[config.mk]
export PLATFORM = sky130hd
export DESIGN_NAME = branch_sequencer
export DESIGN_NICKNAME = d
export VERILOG_FILES = /design/src/rtl/cpu_ctrl_pkg.sv /design/src/rtl/branch_sequencer.sv
export SDC_FILE = /design/constraint.sdc
export NUM_CORES = 1
export LEC_CHECK = 0
export BUFFER_PORTS_ARGS = -buffer_cell sky130_fd_sc_hd__buf_2
export CAP_MARGIN = 30
export CORE_AREA = 2 2 39 41
export CTS_CLUSTER_DIAMETER = 100
export DETAILED_ROUTE_END_ITERATION = 10
export DIE_AREA = 0 0 41 43
export SYNTH_ARGS = -nofsm -noshare
export SYNTH_HDL_FRONTEND = slang
export SYNTH_SLANG_ARGS = --single-unit
[constraint.sdc]
create_clock -name clk -period 3.31 [get_ports clk]
set_clock_uncertainty 0.05 [all_clocks]
set_input_delay 0.8275 -clock clk [delete_from_list [all_inputs] [get_ports clk]]
set_output_delay 0.8275 -clock clk [all_outputs]
set_load 0.005 [all_outputs]
[src/rtl/cpu_ctrl_pkg.sv]
// cpu_ctrl_pkg: shared encodings for the CPU control sequencers.
//
// Holds the instruction-class encodings and the branch_sequencer state
// encoding. The states are plain localparam constants so older blocks that
// compare raw state codes keep working unchanged.
package cpu_ctrl_pkg;

  // Instruction classes carried on op (low two bits).
  localparam logic [1:0] OP_BR  = 2'b00;  // conditional branch
  localparam logic [1:0] OP_JR  = 2'b01;  // jump register
  localparam logic [1:0] OP_JAL = 2'b10;  // jump and link
  localparam logic [1:0] OP_RSV = 2'b11;  // reserved, flagged as illegal

  // branch_sequencer state encoding.
  localparam int unsigned ST_W = 3;
  localparam logic [ST_W-1:0] ST_IDLE = 3'd0;
  localparam logic [ST_W-1:0] ST_EVAL = 3'd1;
  localparam logic [ST_W-1:0] ST_ADDR = 3'd2;
  localparam logic [ST_W-1:0] ST_SUM  = 3'd3;
  localparam logic [ST_W-1:0] ST_LOAD = 3'd4;
  localparam logic [ST_W-1:0] ST_LINK = 3'd5;
  localparam logic [ST_W-1:0] ST_JUMP = 3'd6;
  localparam logic [ST_W-1:0] ST_FIN  = 3'd7;

endpackage : cpu_ctrl_pkg

[src/rtl/branch_sequencer.sv]
// branch_sequencer: control FSM that sequences the datapath strobes for the
// BR, JR and JAL instruction classes.
//
// Ports
//   clk        rising-edge clock
//   clr        asynchronous active-high reset
//   start      request to run the instruction on op (sampled only in IDLE)
//   op         instruction class: 00 BR, 01 JR, 10 JAL, 11 reserved
//   con_q      condition flip-flop output, decides whether BR loads the PC
//   busy       high in every state except IDLE
//   done       one-cycle completion pulse (FIN)
//   taken      registered outcome of the most recent BR
//   illegal    one-cycle pulse in FIN when the latched op is reserved
//   Gra..Zlowout  datapath strobes, decoded from the state register
//   fsm_state  current state code, for observation
//
// Handshake: start is a request level sampled at a rising edge only while
// busy is low (IDLE); it is neither acknowledged nor queued otherwise. done
// pulses for exactly one cycle at the end of every sequence that is not
// aborted by clr.
//
// Sequences (cycles counted from the start edge):
//   BR  : EVAL -> ADDR -> SUM -> LOAD -> FIN   (done at cycle 5)
//   JAL : LINK -> JUMP -> FIN                  (done at cycle 3)
//   JR  : JUMP -> FIN                          (done at cycle 2)
//   RSV : FIN                                  (done at cycle 1)
module branch_sequencer
  import cpu_ctrl_pkg::*;
#(
  parameter int OP_W = 2
) (
  input  logic            clk,
  input  logic            clr,
  input  logic            start,
  input  logic [OP_W-1:0] op,
  input  logic            con_q,
  output logic            busy,
  output logic            done,
  output logic            taken,
  output logic            illegal,
  output logic            Gra,
  output logic            Grb,
  output logic            Rin,
  output logic            Rout,
  output logic            CONin,
  output logic            PCout,
  output logic            PCin,
  output logic            Yin,
  output logic            Cout,
  output logic            alu_add,
  output logic            Zin,
  output logic            Zlowout,
  output logic [ST_W-1:0] fsm_state
);

  logic [ST_W-1:0] state;
  logic [ST_W-1:0] state_nx;
  logic [OP_W-1:0] op_r;

  // First state of each sequence, chosen from the live op at the start edge.
  function automatic logic [ST_W-1:0] entry_state(input logic [OP_W-1:0] o);
    if (o == OP_W'(OP_BR))       return ST_EVAL;
    else if (o == OP_W'(OP_JR))  return ST_JUMP;
    else if (o == OP_W'(OP_JAL)) return ST_LINK;
    else                         return ST_FIN;
  endfunction

  // Next-state logic. After the start edge only op_r matters; JAL reaches
  // JUMP through LINK, so JUMP always proceeds straight to FIN.
  always_comb begin
    state_nx = state;
    case (state)
      ST_IDLE: if (start) state_nx = entry_state(op);
      ST_EVAL: state_nx = ST_ADDR;
      ST_ADDR: state_nx = ST_SUM;
      ST_SUM:  state_nx = ST_LOAD;
      ST_LOAD: state_nx = ST_FIN;
      ST_LINK: state_nx = ST_JUMP;
      ST_JUMP: state_nx = ST_FIN;
      ST_FIN:  state_nx = ST_IDLE;   // start is deliberately not looked at here
      default: state_nx = ST_IDLE;
    endcase
  end

  // State, latched op and branch outcome share one register block so clr
  // clears them together.
  always_ff @(posedge clk or posedge clr) begin
    if (clr) begin
      state <= ST_IDLE;
      op_r  <= '0;
      taken <= 1'b0;
    end else begin
      state <= state_nx;
      if (state == ST_IDLE && start) op_r <= op;
      if (state == ST_LOAD) taken <= con_q;
    end
  end

  // Strobe decode. Only one bus driver (Rout, PCout, Cout, Zlowout) and at
  // most one register load (PCin, Rin) is active in any state. PCin in LOAD
  // is the one strobe qualified by con_q: it is the branch decision itself.
  always_comb begin
    Gra     = 1'b0;
    Grb     = 1'b0;
    Rin     = 1'b0;
    Rout    = 1'b0;
    CONin   = 1'b0;
    PCout   = 1'b0;
    PCin    = 1'b0;
    Yin     = 1'b0;
    Cout    = 1'b0;
    alu_add = 1'b0;
    Zin     = 1'b0;
    Zlowout = 1'b0;
    case (state)
      ST_EVAL: begin
        Gra   = 1'b1;
        Rout  = 1'b1;
        CONin = 1'b1;
      end
      ST_ADDR: begin
        PCout = 1'b1;
        Yin   = 1'b1;
      end
      ST_SUM: begin
        Cout    = 1'b1;
        alu_add = 1'b1;
        Zin     = 1'b1;
      end
      ST_LOAD: begin
        Zlowout = 1'b1;
        PCin    = con_q;
      end
      ST_LINK: begin
        PCout = 1'b1;
        Grb   = 1'b1;
        Rin   = 1'b1;
      end
      ST_JUMP: begin
        Gra  = 1'b1;
        Rout = 1'b1;
        PCin = 1'b1;
      end
      default: ;
    endcase
  end

  assign busy      = (state != ST_IDLE);
  assign done      = (state == ST_FIN);
  assign illegal   = (state == ST_FIN) && (op_r == OP_W'(OP_RSV));
  assign fsm_state = state;

endmodule : branch_sequencer

==> impl_summary.log, run 1 <==
INFO  metric floorplan.die_area = between 1500 and 2000 sq um
INFO  metric setup.worst_path.class = register to output port
INFO  metric power.ir.vdd_worst = 0.272 mV
INFO  metric worstRegToRegCells = 3
INFO  metric globalRouteTotalUtil = between 10% and 20%
INFO  metric grt-ovfl-total = 0
INFO  metric cell_internal_pwr = between 200 and 300 uW
INFO  metric number_of_sinks_driven_by_the_clock_tree = 6
INFO  metric antenna_cells = 0
INFO  metric post-route-period-util = 69.4%
INFO  metric gp_routability_congestion = between 0.7 and 0.8
INFO  metric total_power = 497 uW
INFO  metric floorplan.die.height = between 40 and 50 microns
INFO  metric sequentialPowerShare = a little over a third
INFO  metric postSynthRegisterBits = 6
INFO  metric floorplan.die.width = approximately 40 microns
INFO  metric ctsLongestPathBuffers = 2
INFO  metric cts.reportedPaths.clkPinSlew = about 40 ps
INFO  metric cts_tree = done
INFO  metric slowest_delay = ~600 ps
INFO  metric switching_power = just over 200 uW
INFO  metric unrepaired_setup_endpoints_after_global_routing = false
INFO  metric worst-r2r-setup-slack = ~2000 ps
INFO  metric slew_hr = around 71%
INFO  metric final-hold-violation-count = 0
INFO  metric wire_per_inst = between 10 and 15 microns
INFO  metric drtAntennaViolNets = 0
INFO  metric ios = 25
INFO  metric first_global_vias = between 300 and 400
INFO  metric initial_core_util = between 20 and 30%
INFO  metric n_fill_cell = ~160
INFO  metric cp_data_required_time = roughly 2400 ps
INFO  metric mappedNetlistNets = 50
INFO  metric power_density = about 960 nW/um^2
INFO  metric placementRows = 14
INFO  metric syn_area_per_cell = 9.33 sq um
INFO  metric dr.pass1.iters = 4
INFO  metric slew_viol_final = 0
INFO  metric synthCells = 44
INFO  metric finalWirelength = just over 800 microns
INFO  metric status = finished clean
INFO  metric fmaxAchievable = approximately 440 MHz
INFO  metric layout.cells.most_common_list = sky130_fd_sc_hd__buf_2 (24), sky130_fd_sc_hd__nor2_1 (6), sky130_fd_sc_hd__dfrtp_1 (6)
INFO  metric preCtsSetupSlack = 1230 ps
INFO  metric cts_inserted_buffers = 3
INFO  metric synth.lib_cells_used.distinct = 22
INFO  metric layout-drive-gt1-share = 50.8%
INFO  metric cts.hold.buffers_added = 0
INFO  metric worst_ep_arrival_time = about 1400 ps
INFO  metric worst_margin_pin_slew = approximately 430 ps
INFO  metric grt_pass1_wl = approximately 1300 microns
INFO  metric htree_levels = 1
INFO  metric worst_path_slowest_cell = sky130_fd_sc_hd__dfrtp_1
INFO  metric ctsResizeCount = 0
INFO  metric timing.final.crit_period = between 2000 and 2500 ps
INFO  metric core = about 1400 sq um
INFO  metric synth_warnings = 0
INFO  metric critical_path.reg2reg.startpoint = fsm_state[1]
INFO  metric post-route-worst-setup-slack = 1010 ps
INFO  metric timing.final.setup_violations = 0
INFO  metric finish.net_count = 73
INFO  metric layout-area-overhead-vs-synth = 26.8%
INFO  metric post-cts-setup-buffers = 0
INFO  metric drc_errors = 0
INFO  metric critical_path_peak_fanout = 10
INFO  metric dp_hpwl = 648 microns
INFO  metric worstSetupEndpointType = output port
INFO  metric via_count = ~360
INFO  metric post_drt_via_cell_ratio = 4.38
INFO  metric largest_net_degree_at_the_start_of_global_routing = 12
INFO  metric worst_r2r_end = fsm_state[2]
INFO  metric p_leak = 0.000287 uW
INFO  metric switching_share = between 40% and 50%
INFO  metric setup-tns-final = 0 ps
INFO  metric power_frac_clock = a little over an eighth
INFO  metric port_buffers = 24
INFO  metric layout.cells.most_common = sky130_fd_sc_hd__buf_2
INFO  metric timing.critical_path.from_type = register
INFO  metric timing.hold.worst.class = input port to async pin
INFO  metric timing.critical_path.cells = nor2_1 -> and2_1 -> o21bai_1 -> buf_2
INFO  metric worst_skew_pair.late_latency = between 200 and 250 ps
INFO  metric comb_power_share = between 50% and 60%
INFO  metric number_of_violations_reported_at_the_end_of_detailed_routing_iteration_0 = 9
INFO  metric maxCapViolCount = 0
INFO  metric syn-cell-area = 410 sq um
INFO  metric clock-root-buffer = sky130_fd_sc_hd__clkbuf_4
INFO  metric synth_seq_area_share = 36.6%
INFO  metric grt_antenna_before_repair = 0
## cells by family (layout without fill, tap and decap cells)
| family | Yosys count | count (layout) | share of synthesized area, % |
|---|---|---|---|
| simple gates | 19 | 19 | 28.4 |
| buf+inv | 10 | 31 | 16.5 |
| compound gates | 6 | 6 | 8.54 |
| mux | 3 | 3 | 10.1 |
| flops | 6 | 6 | 36.6 |
## metrics by stage
stage	instances	cell area (sq um)	hold WS [ps]	utilization [%]
floorplan	44	410	431	-
global placement	78	498	424	36.0
detailed placement	78	498	446	36.0
CTS	81	520	434	37.6
global route	81	520	433	37.6
finish	81	520	436	37.6
## cell type report
cell class,instances,area [sq um],share of cell area (%)
Timing Repair Buffer,24,120,23.1
Clock buffer,3,22.5,4.33
Tap cell,16,20.0,3.85
Multi-Input combinational cell,28,193,37.0
Inverter,4,15.0,2.88
Sequential cell,6,150,28.8
## registers in the layout (all words and copies together) (netlist names)
name,cells
op_r,2
taken,1
fsm_state,3
## critical path, delay by kind of cell, from the launching register on
family / cells / cell delay [ps]
compound gates: 1 / 150
buf+inv: 1 / 130
flops: 1 / 600
simple gates: 2 / 300
## synth_stat cells
library cell / count / area, sq um
sky130_fd_sc_hd__nand2_1: 2 / 7.51
sky130_fd_sc_hd__dfrtp_1: 6 / 150
sky130_fd_sc_hd__mux2_4: 2 / 30.0
sky130_fd_sc_hd__or3_1: 1 / 6.26
sky130_fd_sc_hd__nand2_2: 1 / 6.26
sky130_fd_sc_hd__nor3_1: 2 / 10.0
sky130_fd_sc_hd__o21bai_1: 1 / 7.51
sky130_fd_sc_hd__inv_1: 3 / 11.3
sky130_fd_sc_hd__nand2b_1: 1 / 6.26
sky130_fd_sc_hd__mux2_1: 1 / 11.3
sky130_fd_sc_hd__o21ai_0: 2 / 10.0
sky130_fd_sc_hd__inv_2: 1 / 3.75
sky130_fd_sc_hd__nor3_4: 2 / 32.5
sky130_fd_sc_hd__buf_4: 4 / 30.0
sky130_fd_sc_hd__a21boi_0: 1 / 7.51
sky130_fd_sc_hd__buf_6: 2 / 22.5
sky130_fd_sc_hd__nor3b_1: 1 / 7.51
sky130_fd_sc_hd__nor2_1: 6 / 22.5
sky130_fd_sc_hd__and2_1: 1 / 6.26
sky130_fd_sc_hd__or2_1: 1 / 6.26
sky130_fd_sc_hd__a21oi_1: 2 / 10.0
sky130_fd_sc_hd__nand3_1: 1 / 5.00
## layer usage
metal | vias up | share of wire [%] | GRT usage, %
li1 | 182 | - | -
met1 | 156 | 46 | 14.3
met2 | 15 | 45 | 15.6
met3 | 2 | 7.0 | 3.14
met4 | 0 | 1.5 | 10.0
met5 | - | 0 | 0
## power by group through the flow
stage	sequential (uW)	combinational [uW]	clock, uW
2_1_floorplan	144	227	0
3_3_place_gp	182	253	0
3_5_place_dp	183	254	0
4_1_cts	182	255	69.0
5_1_grt	190	287	72.1
6_report	182	250	65.7
## worst max-delay path by stage
stage	startpoint	end	slack, ps
finish	fsm_state[1]	Rout	1010
detailed placement	con_q	PCin	1230
CTS	fsm_state[1]	Rout	1000
global placement	con_q	PCin	1240
global route	fsm_state[1]	Rout	920
floorplan	fsm_state[1]	Rout	1360
Power figures use the tool's default switching activity.
==> inputs of run 2 (changes only) <==
==> constraint.sdc (replaced) <==
create_clock -name clk -period 1.9 [get_ports clk]
set_clock_uncertainty 0.05 [all_clocks]
set_input_delay 0.475 -clock clk [delete_from_list [all_inputs] [get_ports clk]]
set_output_delay 0.475 -clock clk [all_outputs]
set_load 0.005 [all_outputs]
==> impl_summary.log, run 2 (synthesis results as in run 1) <==
INFO  metric n_fill_cell = approximately 150
INFO  metric cts.hold.buffers_added = 0
INFO  metric fmaxAchievable = around 550 MHz
INFO  metric timing.critical_path.from_type = register
INFO  metric htree_levels = 1
INFO  metric slew_viol_final = 0
INFO  metric post_drt_via_cell_ratio = approximately 4.5
INFO  metric status = finished clean
INFO  metric category_of_cells_accounting_for_the_largest_share_of_critical_path_delay = flip-flops
INFO  metric setup-tns-final = 0 ps
INFO  metric layout-area-overhead-vs-synth = 33.2%
INFO  metric post-route-worst-setup-slack = just over 90 ps
INFO  metric number_of_violations_reported_at_the_end_of_detailed_routing_iteration_0 = 3
INFO  metric finalWirelength = approximately 870 microns
INFO  metric number_of_sinks_driven_by_the_clock_tree = 6
INFO  metric post-cts-setup-buffers = 0
INFO  metric drc_errors = 0
INFO  metric grt_antenna_before_repair = 0
INFO  metric final-hold-violation-count = 0
INFO  metric floorplan.die_area = 1760 sq um
INFO  metric dr.pass1.iters = 4
INFO  metric floorplan.die.width = 41 microns
INFO  metric worstSetupEndpointType = output port
INFO  metric floorplan.die.height = 43 microns
INFO  metric ctsLongestPathBuffers = 2
INFO  metric finish.net_count = 75
INFO  metric critical_path_peak_fanout = 8
INFO  metric preCtsSetupSlack = ~250 ps
INFO  metric worst_path_slowest_cell = sky130_fd_sc_hd__dfrtp_2
INFO  metric ios = 25
INFO  metric layout.cells.most_common = sky130_fd_sc_hd__buf_2
INFO  metric cts.reportedPaths.clkPinSlew = approximately 50 ps
INFO  metric timing.hold.worst.class = input port to async pin
INFO  metric slowest_delay = roughly 470 ps
INFO  metric worst_ep_arrival_time = 1280 ps
INFO  metric slew_hr = a little over four fifths
INFO  metric largest_register_ffs = 3
INFO  metric layout-drive-gt1-share = around three fifths
INFO  metric power.ir.vdd_worst = a little under 0.8 mV
INFO  metric globalRouteTotalUtil = 12.5%
INFO  metric gp_routability_congestion = around 0.75
INFO  metric drtAntennaViolNets = 0
INFO  metric cts_tree = done
INFO  metric port_buffers = 24
INFO  metric antenna_cells = 0
INFO  metric timing.critical_path.cells = buf_4 -> nor3_4 -> inv_1 -> buf_2
INFO  metric first_global_vias = between 300 and 400
INFO  metric core = roughly 1400 sq um
INFO  metric p_leak = just under 0.0003 uW
INFO  metric grt_pass1_wl = around 1400 microns
INFO  metric unrepaired_setup_endpoints_after_global_routing = false
INFO  metric timing.final.setup_violations = 0
INFO  metric finalCoreUtilization = 39.5%
INFO  metric via_count = between 300 and 400
INFO  metric cp_data_required_time = 1370 ps
INFO  metric post-route-period-util = 95.2%
INFO  metric clock-root-buffer = sky130_fd_sc_hd__clkbuf_4
INFO  metric largest_net_degree_at_the_start_of_global_routing = 9
INFO  metric wire_per_inst = between 10 and 15 microns
INFO  metric power_density = between 1500 and 2000 nW/um^2
INFO  metric maxCapViolCount = 0
INFO  metric multi_input_comb_area = approximately 200 sq um
INFO  metric cts_inserted_buffers = 3
INFO  metric cp_num_buf_inv = 3
INFO  metric grt-ovfl-total = 0
INFO  metric setup.worst_path.class = register to output port
INFO  metric worst_skew_pair.late_latency = 250 ps
INFO  metric seqCellArea = around 150 sq um
INFO  metric placementRows = 14
INFO  metric worst_margin_pin_slew = between 200 and 250 ps
INFO  metric timing.final.crit_period = about 1800 ps
INFO  metric layout.cells.most_common_list = sky130_fd_sc_hd__buf_2 (24), sky130_fd_sc_hd__nor2_1 (5)
INFO  metric initial_core_util = between 20 and 30%
-- run 2: cell count changes in the layout (fill, tap and decap cells not counted), sizes merged --
cell	delta
buf	+2
-- run 2: final cells by class --
type | instances | share of cell area [%]
clock buffers | 3 | 4.12
inverters | 4 | 2.75
multi-input cells | 28 | 36.6
flip-flops and latches | 6 | 28.1
well taps | 16 | 3.66
repair buffers | 26 | 24.7
-- run 2: repair_timing --
item                                    CTS  global route
pin swaps                                 0             0
endpoints found under the setup margin    1             7
resized for setup                         1             4
gates cloned                              0             0
-- run 2: stage by stage --
step | area [sq um] | instances | hold slack (ps) | power [uW]
finish | 547 | 83 | 81.0 | 930
CTS | 537 | 83 | 82.8 | 928
floorplan | 410 | 44 | 216 | 646
detailed placement | 513 | 80 | 354 | 796
global placement | 513 | 80 | 348 | 792
global route | 547 | 83 | 95.2 | 1030
-- run 2: where the power goes --
| part | internal [uW] | switching, uW | leakage, uW |
|---|---|---|---|
| registers | 201 | 103 | 0.0000676 |
| logic | 272 | 233 | 0.000214 |
| clock network | 71.7 | 50.1 | 0.0000138 |
| total | 544 | 386 | 0.000295 |
-- run 2: worst reg2reg max path, stage by stage (launching register included) --
cell and delay [ps]:
sky130_fd_sc_hd__dfrtp_2 470, sky130_fd_sc_hd__buf_4 180, sky130_fd_sc_hd__nor3_4 210, sky130_fd_sc_hd__nand2_2 100, sky130_fd_sc_hd__mux2_4 300
-- run 2: metal layers --
| layer | GRT usage (%) | vias up | wire, microns |
|---|---|---|---|
| li1 | - | 186 | - |
| met1 | 16.0 | 165 | 405 |
| met2 | 16.9 | 16 | 381 |
| met3 | 4.71 | 3 | 71 |
| met4 | 8.00 | 0 | 13 |
| met5 | 0 | - | 0 |
-- run 2: final timing paths --
check | start | end | slack (ps) | cells past startpoint
worst max-delay path | fsm_state[1] | busy | 90 | 4
worst min-delay path | clr | op_r[1] | 80 | 2
worst max register to register | fsm_state[1] | op_r[0] | 480 | 4
max in group asynchronous | clr | fsm_state[2] | 1500 | 2
min in group clk | con_q | taken | 420 | 2
worst min register to register | taken | taken | 450 | 1
==> inputs of run 3 (changes only) <==
--- a/config.mk
+++ b/config.mk
@@ -7,10 +7,13 @@
 export LEC_CHECK = 0
 export BUFFER_PORTS_ARGS = -buffer_cell sky130_fd_sc_hd__buf_2
 export CAP_MARGIN = 30
-export CORE_AREA = 2 2 39 41
+export CELL_PAD_IN_SITES_DETAIL_PLACEMENT = 1
+export CELL_PAD_IN_SITES_GLOBAL_PLACEMENT = 1
+export CORE_MARGIN = 1
+export CORE_UTILIZATION = 25
 export CTS_CLUSTER_DIAMETER = 100
 export DETAILED_ROUTE_END_ITERATION = 10
-export DIE_AREA = 0 0 41 43
+export PLACE_DENSITY_LB_ADDON = 0.1
 export SYNTH_ARGS = -nofsm -noshare
 export SYNTH_HDL_FRONTEND = slang
 export SYNTH_SLANG_ARGS = --single-unit
==> impl_summary.log, run 3 (synthesis results as in run 1) <==
INFO  metric preCtsSetupSlack = between 200 and 300 ps
INFO  metric multi_input_comb_area = 203 sq um
INFO  metric power_frac_clock = a little under an eighth
INFO  metric post-route-worst-setup-slack = 91.4 ps
INFO  metric cp_num_buf_inv = 3
INFO  metric grt_antenna_before_repair = 0
INFO  metric unrepaired_setup_endpoints_after_global_routing = false
INFO  metric post-cts-setup-buffers = 0
INFO  metric layout-drive-gt1-share = 61.8%
INFO  metric floorplan.die.height = roughly 43 microns
INFO  metric timing.final.crit_period = between 1500 and 2000 ps
INFO  metric worst_margin_pin_slew = 233 ps
INFO  metric setup-tns-final = 0 ps
INFO  metric worst_skew_pair.late_latency = approximately 240 ps
INFO  metric slew_viol_final = 0
INFO  metric grt-ovfl-total = 0
INFO  metric htree_levels = 1
INFO  metric core = about 1500 sq um
INFO  metric post-route-period-util = around 95%
INFO  metric power.ir.vdd_worst = 0.581 mV
INFO  metric antenna_cells = 0
INFO  metric critical_path_peak_fanout = 9
INFO  metric worst_ep_arrival_time = roughly 1300 ps
INFO  metric p_leak = 0.000300 uW
INFO  metric cts_tree = done
INFO  metric finalCoreUtilization = 36.5%
INFO  metric cts_inserted_buffers = 3
INFO  metric timing.final.setup_violations = 0
INFO  metric timing.critical_path.from_type = register
INFO  metric finalWirelength = a little over 900 microns
INFO  metric sequentialPowerShare = 32.3%
INFO  metric layout.cells.most_common = sky130_fd_sc_hd__buf_2
INFO  metric floorplan.die_area = roughly 1800 sq um
INFO  metric dr.pass1.iters = 4
INFO  metric globalRouteTotalUtil = 11.2%
INFO  metric drtAntennaViolNets = 0
INFO  metric floorplan.die.width = roughly 43 microns
INFO  metric seqCellArea = around 150 sq um
INFO  metric slew_hr = 84.4%
INFO  metric first_global_vias = 334
INFO  metric ctsLongestPathBuffers = 2
INFO  metric post_drt_via_cell_ratio = 4.55
INFO  metric layout-area-overhead-vs-synth = 35.7%
INFO  metric gp_routability_congestion = about 0.6
INFO  metric wire_per_inst = around 11 microns
INFO  metric cts.reportedPaths.clkPinSlew = about 40 ps
INFO  metric category_of_cells_accounting_for_the_largest_share_of_critical_path_delay = flip-flops
INFO  metric ctsResizeCount = 1
INFO  metric n_fill_cell = 200
INFO  metric comb_power_share = around 56%
INFO  metric worst_path_slowest_cell = sky130_fd_sc_hd__dfrtp_2
INFO  metric cell_internal_pwr = 559 uW
INFO  metric switching_share = 41.0%
INFO  metric slowest_delay = between 400 and 500 ps
INFO  metric maxCapViolCount = 0
INFO  metric numPlacedInstances = 81
INFO  metric status = finished clean
INFO  metric cp_data_required_time = around 1400 ps
INFO  metric clock-root-buffer = sky130_fd_sc_hd__clkbuf_4
INFO  metric largest_net_degree_at_the_start_of_global_routing = 10
INFO  metric number_of_violations_reported_at_the_end_of_detailed_routing_iteration_0 = 2
INFO  metric drc_errors = 0
INFO  metric finish.net_count = 76
INFO  metric final-instance-count-excl-fill = between 80 and 90
INFO  metric fmaxAchievable = about 550 MHz
INFO  metric final-hold-violation-count = 0
INFO  metric via_count = 382
INFO  metric layout.cells.most_common_list = sky130_fd_sc_hd__buf_2 (24), sky130_fd_sc_hd__nor2_1 (4)
INFO  metric setup.worst_path.class = register to output port
INFO  metric largest_register_ffs = 3
INFO  metric placementRows = 14
INFO  metric timing.hold.worst.class = input port to async pin
INFO  metric dp_hpwl = 761 microns
INFO  metric cts.hold.buffers_added = 0
INFO  metric grt_pass1_wl = 1480 microns
INFO  metric initial_core_util = 26.9%
INFO  metric port_buffers = 24
INFO  metric switching_power = slightly below 400 uW
INFO  metric worstSetupEndpointType = output port
INFO  metric ios = 25
INFO  metric timing.critical_path.cells = buf_4 -> nor3_4 -> inv_1 -> buf_2
INFO  metric power_density = between 1500 and 2000 nW/um^2
INFO  metric number_of_sinks_driven_by_the_clock_tree = 6
==> run 3: path summary, 6_finish.rpt <==
check | from | endpoint | slack [ps] | depth (start not counted)
setup / recovery | fsm_state[0] | busy | 90 | 4
hold / removal | clr | op_r[0] | 90 | 2
setup reg to reg | fsm_state[0] | op_r[0] | 470 | 4
hold reg to reg | taken | taken | 430 | 1
max in group asynchronous | clr | fsm_state[1] | 1500 | 2
min in group clk | con_q | taken | 430 | 2
==> run 3: power groups by stage <==
| stage | Combinational (uW) | Sequential, uW | Clock [uW] |
|---|---|---|---|
| final | 529 | 306 | 113 |
| after detailed placement | 528 | 295 | 0 |
| after CTS | 535 | 296 | 118 |
| after global placement | 525 | 295 | 0 |
| after global routing | 595 | 320 | 126 |
| after floorplan | 395 | 250 | 0 |
==> run 3: per-layer routing <==
layer,global-route usage [%],wire length (microns)
met5,0,0
met4,3.75,0
met3,4.31,66
met2,16.9,430
met1,14.6,436
==> run 3: metrics by stage <==
step | hold WS, ps | total power (uW) | instance area [sq um]
after global placement | 347 | 820 | 520
after global routing | 102 | 1040 | 557
after detailed placement | 350 | 822 | 520
after floorplan | 216 | 646 | 410
after CTS | 95.4 | 949 | 544
final | 92.1 | 948 | 557
==> run 3: final cells by class <==
class                   count  share of cell area, %
clock buffers               3                   4.04
inverters                   4                   2.70
multi-input cells          28                   36.4
flip-flops and latches      6                   27.6
well taps                  16                   3.60
repair buffers             27                   25.6
